<file path="src/rtl/decode_pkg.sv">
/*------------------------------------------------------------------------------
 * Module      : decode_pkg
 * Description : Opcodes, FSM state encoding and instruction field positions
 *               shared by the decode/execute block.
 * Revision    : 1.0
 *----------------------------------------------------------------------------*/
`default_nettype none

package decode_pkg;

  localparam int OPC_W = 8;

  localparam logic [OPC_W-1:0] OPC_NOP  = 8'h00;
  localparam logic [OPC_W-1:0] OPC_MOVB = 8'h01;
  localparam logic [OPC_W-1:0] OPC_ADD  = 8'h02;
  localparam logic [OPC_W-1:0] OPC_SUB  = 8'h03;
  localparam logic [OPC_W-1:0] OPC_INC  = 8'h04;
  localparam logic [OPC_W-1:0] OPC_DEC  = 8'h05;
  localparam logic [OPC_W-1:0] OPC_LDI  = 8'h18;
  localparam logic [OPC_W-1:0] OPC_HALT = 8'hFF;

  // Byte lanes of the default 32-bit instruction word; [7:0] carries nothing.
  localparam int BYTE0_MSB = 31;
  localparam int BYTE0_LSB = 24;
  localparam int BYTE1_MSB = 23;
  localparam int BYTE1_LSB = 16;
  localparam int BYTE2_MSB = 15;
  localparam int BYTE2_LSB = 8;

  typedef enum logic [2:0] {
    ST_IDLE     = 3'd0,
    ST_EXEC     = 3'd1,
    ST_ACK      = 3'd2,
    ST_WAIT_LOW = 3'd3,
    ST_HALTED   = 3'd4
  } state_t;

endpackage

`default_nettype wire

</file>
<file path="src/rtl/decode_alu.sv">
/*------------------------------------------------------------------------------
 * Module      : decode_alu
 * Description : Combinational opcode decode and execute on the A/B pair.
 * Revision    : 1.0
 *----------------------------------------------------------------------------*/
`default_nettype none

module decode_alu #(
  parameter int          DATA_WIDTH = 16,
  parameter logic [7:0]  OPC_LDI    = 8'h18
) (
  input  logic [7:0]            opcode,
  input  logic [DATA_WIDTH-1:0] a_in,
  input  logic [DATA_WIDTH-1:0] b_in,
  input  logic [DATA_WIDTH-1:0] imm,
  input  logic                  zero_in,
  input  logic                  carry_in,
  output logic [DATA_WIDTH-1:0] a_out,
  output logic [DATA_WIDTH-1:0] b_out,
  output logic                  zero_out,
  output logic                  carry_out,
  output logic                  illegal,
  output logic                  halt
);
  import decode_pkg::*;

  localparam logic [DATA_WIDTH:0] c_one = {{DATA_WIDTH{1'b0}}, 1'b1};

  logic [DATA_WIDTH:0] w_ext;
  logic                w_arith;

  always_comb begin
    a_out     = a_in;
    b_out     = b_in;
    zero_out  = zero_in;
    carry_out = carry_in;
    illegal   = 1'b0;
    halt      = 1'b0;
    w_ext     = '0;
    w_arith   = 1'b0;

    if (opcode == OPC_LDI) begin
      a_out = imm;
    end else begin
      // The extra MSB of w_ext is the carry out, or the borrow for subtraction.
      case (opcode)
        OPC_NOP:  ;
        OPC_MOVB: b_out = a_in;
        OPC_ADD: begin
          w_ext   = {1'b0, a_in} + {1'b0, b_in};
          w_arith = 1'b1;
        end
        OPC_SUB: begin
          w_ext   = {1'b0, a_in} - {1'b0, b_in};
          w_arith = 1'b1;
        end
        OPC_INC: begin
          w_ext   = {1'b0, a_in} + c_one;
          w_arith = 1'b1;
        end
        OPC_DEC: begin
          w_ext   = {1'b0, a_in} - c_one;
          w_arith = 1'b1;
        end
        OPC_HALT: halt    = 1'b1;
        default:  illegal = 1'b1;
      endcase
    end

    if (w_arith) begin
      a_out     = w_ext[DATA_WIDTH-1:0];
      carry_out = w_ext[DATA_WIDTH];
      zero_out  = (w_ext[DATA_WIDTH-1:0] == '0);
    end
  end

endmodule

`default_nettype wire

</file>
<file path="src/rtl/instr_decode_exec.sv">
/*------------------------------------------------------------------------------
 * Module      : instr_decode_exec
 * Description : Captures a fetched instruction word, executes it on the A/B
 *               register pair and acknowledges the fetcher with a ready pulse.
 * Revision    : 1.0
 *----------------------------------------------------------------------------*/
`default_nettype none

module instr_decode_exec #(
  parameter int         INSTR_WIDTH = 32,
  parameter int         DATA_WIDTH  = 16,
  parameter int         COUNT_WIDTH = 16,
  parameter logic [7:0] OPC_LDI     = 8'h18
) (
  input  logic                   clk,
  input  logic                   reset,
  input  logic                   start,
  input  logic [INSTR_WIDTH-1:0] instr,
  output logic                   ready,
  output logic [DATA_WIDTH-1:0]  acc,
  output logic [DATA_WIDTH-1:0]  breg,
  output logic                   zero,
  output logic                   carry,
  output logic                   illegal,
  output logic                   halted,
  output logic [COUNT_WIDTH-1:0] retired
);
  import decode_pkg::*;

  localparam int c_imm_lsb = INSTR_WIDTH - 8 - DATA_WIDTH;

  state_t                  r_state,   w_state_nxt;
  logic [7:0]              r_opcode,  w_opcode_nxt;
  logic [DATA_WIDTH-1:0]   r_imm,     w_imm_nxt;
  logic [DATA_WIDTH-1:0]   r_acc,     w_acc_nxt;
  logic [DATA_WIDTH-1:0]   r_breg,    w_breg_nxt;
  logic                    r_zero,    w_zero_nxt;
  logic                    r_carry,   w_carry_nxt;
  logic                    r_illegal, w_illegal_nxt;
  logic                    r_halted,  w_halted_nxt;
  logic                    r_ready,   w_ready_nxt;
  logic [COUNT_WIDTH-1:0]  r_retired, w_retired_nxt;

  logic [DATA_WIDTH-1:0]   w_alu_a;
  logic [DATA_WIDTH-1:0]   w_alu_b;
  logic                    w_alu_zero;
  logic                    w_alu_carry;
  logic                    w_alu_illegal;
  logic                    w_alu_halt;

  // Trailing instruction bits never influence execution.
  logic                    w_unused_low;
  assign w_unused_low = ^instr[c_imm_lsb-1:0];

  decode_alu #(
    .DATA_WIDTH (DATA_WIDTH),
    .OPC_LDI    (OPC_LDI)
  ) u_alu (
    .opcode    (r_opcode),
    .a_in      (r_acc),
    .b_in      (r_breg),
    .imm       (r_imm),
    .zero_in   (r_zero),
    .carry_in  (r_carry),
    .a_out     (w_alu_a),
    .b_out     (w_alu_b),
    .zero_out  (w_alu_zero),
    .carry_out (w_alu_carry),
    .illegal   (w_alu_illegal),
    .halt      (w_alu_halt)
  );

  always_comb begin
    w_state_nxt   = r_state;
    w_opcode_nxt  = r_opcode;
    w_imm_nxt     = r_imm;
    w_acc_nxt     = r_acc;
    w_breg_nxt    = r_breg;
    w_zero_nxt    = r_zero;
    w_carry_nxt   = r_carry;
    w_illegal_nxt = r_illegal;
    w_halted_nxt  = r_halted;
    w_ready_nxt   = 1'b0;
    w_retired_nxt = r_retired;

    case (r_state)
      ST_IDLE: begin
        if (start) begin
          w_opcode_nxt = instr[INSTR_WIDTH-1 -: 8];
          w_imm_nxt    = instr[INSTR_WIDTH-9 -: DATA_WIDTH];
          w_state_nxt  = ST_EXEC;
        end
      end
      ST_EXEC: begin
        w_acc_nxt     = w_alu_a;
        w_breg_nxt    = w_alu_b;
        w_zero_nxt    = w_alu_zero;
        w_carry_nxt   = w_alu_carry;
        w_illegal_nxt = r_illegal | w_alu_illegal;
        w_halted_nxt  = r_halted | w_alu_halt;
        w_ready_nxt   = 1'b1;
        w_state_nxt   = ST_ACK;
      end
      ST_ACK: begin
        w_retired_nxt = r_retired + COUNT_WIDTH'(1);
        w_state_nxt   = r_halted ? ST_HALTED : ST_WAIT_LOW;
      end
      // The fetcher still drives start for one edge after seeing ready.
      ST_WAIT_LOW: begin
        if (!start) begin
          w_state_nxt = ST_IDLE;
        end
      end
      ST_HALTED: w_state_nxt = ST_HALTED;
      default:   w_state_nxt = ST_IDLE;
    endcase
  end

  always_ff @(posedge clk or negedge reset) begin
    if (!reset) begin
      r_state   <= ST_IDLE;
      r_opcode  <= '0;
      r_imm     <= '0;
      r_acc     <= '0;
      r_breg    <= '0;
      r_zero    <= 1'b0;
      r_carry   <= 1'b0;
      r_illegal <= 1'b0;
      r_halted  <= 1'b0;
      r_ready   <= 1'b0;
      r_retired <= '0;
    end else begin
      r_state   <= w_state_nxt;
      r_opcode  <= w_opcode_nxt;
      r_imm     <= w_imm_nxt;
      r_acc     <= w_acc_nxt;
      r_breg    <= w_breg_nxt;
      r_zero    <= w_zero_nxt;
      r_carry   <= w_carry_nxt;
      r_illegal <= w_illegal_nxt;
      r_halted  <= w_halted_nxt;
      r_ready   <= w_ready_nxt;
      r_retired <= w_retired_nxt;
    end
  end

  assign ready   = r_ready;
  assign acc     = r_acc;
  assign breg    = r_breg;
  assign zero    = r_zero;
  assign carry   = r_carry;
  assign illegal = r_illegal;
  assign halted  = r_halted;
  assign retired = r_retired;

endmodule

`default_nettype wire

</file>
<file path="config.mk">
export PLATFORM = sky130hd
export DESIGN_NAME = instr_decode_exec
export DESIGN_NICKNAME = d
export VERILOG_FILES = /design/src/rtl/decode_pkg.sv /design/src/rtl/decode_alu.sv /design/src/rtl/instr_decode_exec.sv
export SDC_FILE = /design/constraint.sdc
export NUM_CORES = 1
export LEC_CHECK = 0
export BUFFER_PORTS_ARGS = -buffer_cell sky130_fd_sc_hd__buf_2
export CORE_MARGIN = 8
export CORE_UTILIZATION = 45
export DETAILED_ROUTE_END_ITERATION = 10
export PLACE_DENSITY = 0.68
export SYNTH_ARGS = -nofsm -noshare
export SYNTH_HDL_FRONTEND = slang
export SYNTH_HIERARCHICAL = 1
export SYNTH_SLANG_ARGS = --single-unit
</file>
<file path="constraint.sdc">
create_clock -name clk -period 3.7 [get_ports clk]
set_clock_uncertainty 0.05 [all_clocks]
set_input_delay 0.74 -clock clk [delete_from_list [all_inputs] [get_ports clk]]
set_output_delay 0.74 -clock clk [all_outputs]
set_load 0.02 [all_outputs]
</file>
Word-level counts from Yosys, hierarchy flattened
Cells that the tools add are included.
- bits in latches: 0
- RAM bits: 0
- input bits: 35
- memories: 0
- bits in registers: 80
- memory bits (read-only): 0
- word-level logic and storage cells: 58
- output and inout port bits: 53
- order comparisons: 0
- eq/ne operators: 13
- bitwise logic cells: 3
- div/mod/pow operators: 0
- multiplexer cells: 15
- $mul: 0
- add/subtract/negate cells: 5
- reductions and logical operators: 11
- shift-type cells: 0
- operators with widths (operator ; count):
    one-hot mux 17 bit (4 select lines) ; 1
    2-to-1 mux 16 bit ; 2
    adder 16 x 1 -> 17 bit, second input constant ; 1
    adder 16 x 16 -> 17 bit ; 1
    2-to-1 mux 17 bit ; 1
    subtractor 16 x 1 -> 17 bit, second input constant ; 1
    subtractor 16 x 16 -> 17 bit ; 1
    adder 16 x 1 -> 16 bit, second input constant ; 1
    == test 8 x 2 -> 1 bit, second input constant ; 2
    == test 8 x 3 -> 1 bit, second input constant ; 2
    logical NOT 16 bit ; 1
    one-hot mux 3 bit (5 select lines) ; 1
    2-to-1 mux 3 bit ; 3
    == test 8 x 1 -> 1 bit, second input constant ; 1
    == test 8 x 5 -> 1 bit, second input constant ; 1
    == test 8 bit, second input constant ; 1
    logical NOT 8 bit ; 1
    AND reduction 2 bit ; 4
    2-to-1 mux 1 bit ; 7
    OR reduction 7 bit ; 1
    == test 3 x 2 -> 1 bit, second input constant ; 2
    != test 2 bit, second input constant ; 2
    OR reduction 4 bit ; 1
    == test 3 x 1 -> 1 bit, second input constant ; 1
    other kinds (6) ; 7

Logic depth before layout (Yosys ltp)
- depth after elaboration: 6
- depth in mapped cells: 19
- mapped depth without buffers: 18

Cells and area by module
Netlist, hierarchy kept.
- by module, submodules not included (module ; area each (um^2) ; sequential area each (um^2) ; cells an instance ; instances):
    instr_decode_exec ; 3144.3 ; 2001.9 ; 203 ; 1
    decode_alu ; 2038.2 ; 0.0 ; 291 ; 1

Worst setup path after synthesis
No wires, ideal clock.
- kind: reg-to-reg
- start: reg r_opcode[7]
- end: reg r_carry (netlist: carry)
- library setup time: 0.125 ns
- setup slack: -0.414 ns
- arrival: 3.939 ns
- path buffers: 3
- period minus slack after synthesis: 4.114 ns
- required time: 3.525 ns
- stages on the path, launching flop included: 19
- cell sequence: dfrtp_1 > nor3_1 > and2_1 > clkbuf_1 > nand3b_1 > nor2_1 > clkbuf_1 > a21oi_1 > ha_1 > buf_6 > and3_4 > a22o_4 > o21ai_2 > o2111ai_1 > a211o_1 > a31oi_1 > xor2_1 > o21ai_0 > mux2_2
- word-level cells in the longest chain between the ends: 5
- elaborated cells between the ends (all ways): 11
- classes of those cells: eq/ne: 5; mux: 4; reduce/logical: 2
- ends and longest elaborated chain (item ; line ; text):
    start, declared ; instr_decode_exec.sv:33 ; logic [7:0] r_opcode, w_opcode_nxt;
    start signal, assigned ; instr_decode_exec.sv:134 ; r_opcode <= w_opcode_nxt;
    == test 8 x 2 -> 1 bit or == test 8 x 3 -> 1 bit (tied branches) ; decode_alu.sv:46 ; case (opcode)
    OR reduction 4 bit (no source line) ; n/a ;
    2-to-1 mux 1 bit ; decode_alu.sv:46 ;
    2-to-1 mux 1 bit ; decode_alu.sv:42 ; if (opcode == OPC_LDI) begin
    AND reduction 2 bit (no source line) ; n/a ;
    end signal, assigned ; instr_decode_exec.sv:139 ; r_carry <= w_carry_nxt;
    end, declared ; instr_decode_exec.sv:38 ; logic r_carry, w_carry_nxt;
Parallel ways exist; a longest one is shown, timed or not.
A chain may end at the register's enable or synchronous reset.

Worst setup path after layout
- start: reg r_breg[0] (netlist: breg[0])
- end: reg r_zero (netlist: zero)
- word-level cells in the longest chain between the ends: 4
- elaborated cells between the ends (all ways): 5
- classes of those cells: add/sub: 2; mux: 2; reduce/logical: 1
- ends and longest elaborated chain (item ; line ; text):
    start, declared ; instr_decode_exec.sv:36 ; logic [DATA_WIDTH-1:0] r_breg, w_breg_nxt;
    start signal, assigned ; instr_decode_exec.sv:137 ; r_breg <= w_breg_nxt;
    subtractor 16 x 16 -> 17 bit or adder 16 x 16 -> 17 bit (tied branches) ; decode_alu.sv:54, decode_alu.sv:50 ;
    one-hot mux 17 bit (4 select lines) (*) ; decode_alu.sv:46 ;
    2-to-1 mux 17 bit (*) ; decode_alu.sv:42 ;
    logical NOT 16 bit (*) ; decode_alu.sv:73 ; zero_out = (w_ext[DATA_WIDTH-1:0] == '0);
    end signal, assigned ; instr_decode_exec.sv:138 ; r_zero <= w_zero_nxt;
    end, declared ; instr_decode_exec.sv:37 ; logic r_zero, w_zero_nxt;
Mark *: on every way between the ends. The rest lies on a longest branch, timed or not.

==> metrics <==
first-pass GRT wire length 22.8 mm; RSZ-0062 raised after global routing yes; Worst setup EP type register; placed insts 778; site row count 39; mean routed wirelength per cell 17.5 µm; worst rel slew slack 32.3%; vias in the first global route 4,636; EDFF count, synth 0; cell area after synthesis 5180 µm²; CP Launch Type register; post-layout util 61.8%; top sig layer met4; Max VDD drop 0.750 mV; Hold Path Class reg2reg; die area 15,200 µm²; Yosys Warn Count 6; status finished, violations left; Ports 88; most frequent cells in the layout 92 x buf_4, 78 x buf_2, 77 x dfrtp_1, 72 x mux2_2, 33 x nand2_1; cells after synthesis 494; switching power 3.62 mW; CP Class reg2reg; Final Max Tran Viols 0; die height 123 µm; failing checks negative setup slack; Clock Sink Count 80; Crit path depth 16; Final Hold Slack 0.416 ns; post-layout worst setup margin -0.245 ns; largest net degree at the start of global routing 81; later-pin clock latency in the skew report 0.35 ns; Crit Path Max Fanout 3; vias 4,566; r2r setup slk -0.25 ns; PortBufs 79; Layout Cells excl Fill 807; first-pass iteration count of the detailed router 4; Gate power share 72.0%; asr flop ratio synth 100%; HPWL after DPL 10.3 mm; Arr. time, crit path 4.18 ns; Worst-Margin Slew 1.02 ns; Sw Share 42.5%; Initial Util 45.8%; Critical-path top delay cell dfrtp_2; hold violation count in the final report 0; routability cong. 0.885; commonest non-fill, non-tap cell in the layout buf_4; WL met2 6.72 mm; max-cap violations 0; CTS buffer count 9; Die W 123 µm; period utilization 107%; global-route usage over all layers 18.9%; syn avg cell area 10.5 µm²; leak pwr 3.35 nW; cells on worst reg2reg path 16; CTS Root Cell clkbuf_16; drt first-iter violations 312; Via-to-Cell Ratio 5.66; Antenna Cells 0; routed wire length 14.1 mm; CP Buf/Inv Count 0; CTS Hold Buffers Added 0; cell mode on critical path or3_4; power share of the sequential group 17.1%; share of layout cells above drive strength 1 50.2%; initial antenna violation count 0; CP peak stage delay 0.43 ns; Seq/Total Area, Yosys 38.6%; CTS tree done; Critical Path RT 3.94 ns; Fmax 253 MHz; worst hold path stage count 1; CORE AREA 11,300 µm²; post-route ant nets 0; CTS max path bufs 2; PwrDens 1220 nW/µm²; crit-path leading delay family simple AND/OR/NAND/NOR gates; Syn-to-layout area delta 34.9%; Synth Register Bits 80; met1 WL 6.36 mm; H-tree lvl count 3; clock-pin slew on the worst setup and hold paths 0.07 ns; met3 WL 823 µm; Final Power 8.52 mW; minimum clock period 3.95 ns; Internal Pwr Total 4.90 mW; DRC Markers 0; Synth Flop Type dfrtp_1; Clock power frac 10.9%; final setup fails 6; GRT overflow 0; post-synthesis net count 548; crit-path cells nor3_4 > nand3_2 > or3_4 > or3_4 > nor3b_1 > a211oi_1 > ha_1 > a21oi_2 > nor2_1 > a2111oi_2 > o2111ai_1 > nor4_2 > o2111ai_2 > nor4b_2 > a2bb2oi_1 > mux2_2; count of cell types in the netlist 70; Final nets 713
==> synthesized netlist by cell type, types with 2 or more instances <==
cell type	number	share of area, %
mux2_1	3	0.65
a31oi_1	5	0.60
or3_1	3	0.36
a211oi_1	13	1.9
nand2b_1	5	0.60
o21ai_1	2	0.19
nor3_1	17	1.6
a221o_1	6	1.2
o21ai_0	21	2.0
buf_4	2	0.29
nor2b_1	3	0.36
xor2_1	6	1.0
nand4_1	9	1.1
o2111ai_1	4	0.68
and3_1	6	0.72
dfrtp_1	80	39
mux2_2	72	16
inv_1	12	0.87
a21oi_1	13	1.3
and2_1	2	0.24
buf_2	3	0.29
a21boi_0	2	0.29
or2_2	4	0.48
a221oi_1	3	0.51
buf_6	7	1.5
xnor2_1	19	3.2
mux2i_1	3	0.58
nor3b_1	10	1.4
clkbuf_1	12	0.87
nor2_1	29	2.1
a22oi_1	8	1.2
nand3_1	12	1.2
and3_4	2	0.43
a2111oi_0	2	0.34
o211ai_1	2	0.29
ha_1	18	4.3
a21o_1	6	0.87
nand2_1	34	2.5
nand3b_1	3	0.43
==> area by class of cell <==
class | count | area (µm²)
Timing Repair Buffer | 178 | 1180
Clock inverter | 7 | 83.8
Tap cell | 143 | 179
Sequential cell | 80 | 2010
Multi-Input combinational cell | 377 | 3270
Clock buffer | 9 | 225
Fill cell | 951 | 4330
Inverter | 13 | 48.8
==> power by group through the flow <==
stage / logic [mW] / clock network, mW / registers [mW]
floorplan: 3.58 / 0 / 1.51
global route: 6.59 / 0.982 / 1.50
detailed placement: 5.27 / 0 / 1.46
CTS: 5.61 / 0.952 / 1.45
finish: 6.14 / 0.928 / 1.46
global placement: 5.16 / 0 / 1.44
==> registers in the layout (all words and copies together) (netlist names) <==
signal / count
r_state: 3
illegal: 1
r_imm: 16
halted: 1
breg: 16
carry: 1
retired: 16
zero: 1
ready: 1
r_opcode: 8
acc: 16
==> final timing paths <==
| kind | from | to |
|---|---|---|
| hold / removal | retired[15] | retired[15] |
| min in group asynchronous | reset | breg[3] |
| hold reg to reg | retired[15] | retired[15] |
| setup reg to reg | breg[0] | zero |
| max in group asynchronous | reset | breg[1] |
| setup / recovery | breg[0] | zero |
==> worst reg2reg max path: stages, from the launching register on <==
cell and delay [ns]:
dfrtp_2 0.43, nor3_4 0.22, nand3_2 0.11, or3_4 0.35, or3_4 0.35, nor3b_1 0.14
a211oi_1 0.25, ha_1 0.32, a21oi_2 0.15, nor2_1 0.06, a2111oi_2 0.29, o2111ai_1 0.18
nor4_2 0.23, o2111ai_2 0.17, nor4b_2 0.25, a2bb2oi_1 0.17, mux2_2 0.16
==> timing repair <==
item                       in CTS  in global routing
setup endpoints to repair       6                  9
gates resized for setup        30                 20
pin swaps                      25                  8
setup buffers                   8                  6
==> per-stage QoR <==
step                      setup TNS (ns)  cell area [µm²]  setup WS [ns]
final                             -0.682             6990         -0.245
after global routing               -1.96             6990         -0.427
after CTS                         -0.601             6850         -0.238
after detailed placement          -0.955             6340         -0.386
after global placement            -0.739             6340         -0.326
after floorplan                   -0.202             5300         -0.103
==> per-layer routing <==
metal / track usage (%) / vias to the layer above
li1: - / 2185
met1: 24.6 / 2241
met2: 30.2 / 124
met3: 3.88 / 16
met4: 7.07 / 0
met5: 0 / -
==> logic make-up (layout without fill, tap and decap cells) <==
kind of cell / Yosys count / after routing / share of synthesized area [%]
compound gates: 102 / 102 / 14.8
xor+xnor: 25 / 25 / 4.23
fa+ha+maj: 19 / 19 / 4.73
buf+inv: 37 / 207 / 3.91
flops: 80 / 80 / 38.6
mux: 78 / 78 / 16.9
simple gates: 153 / 153 / 16.9
Power figures use the tool's default switching activity.
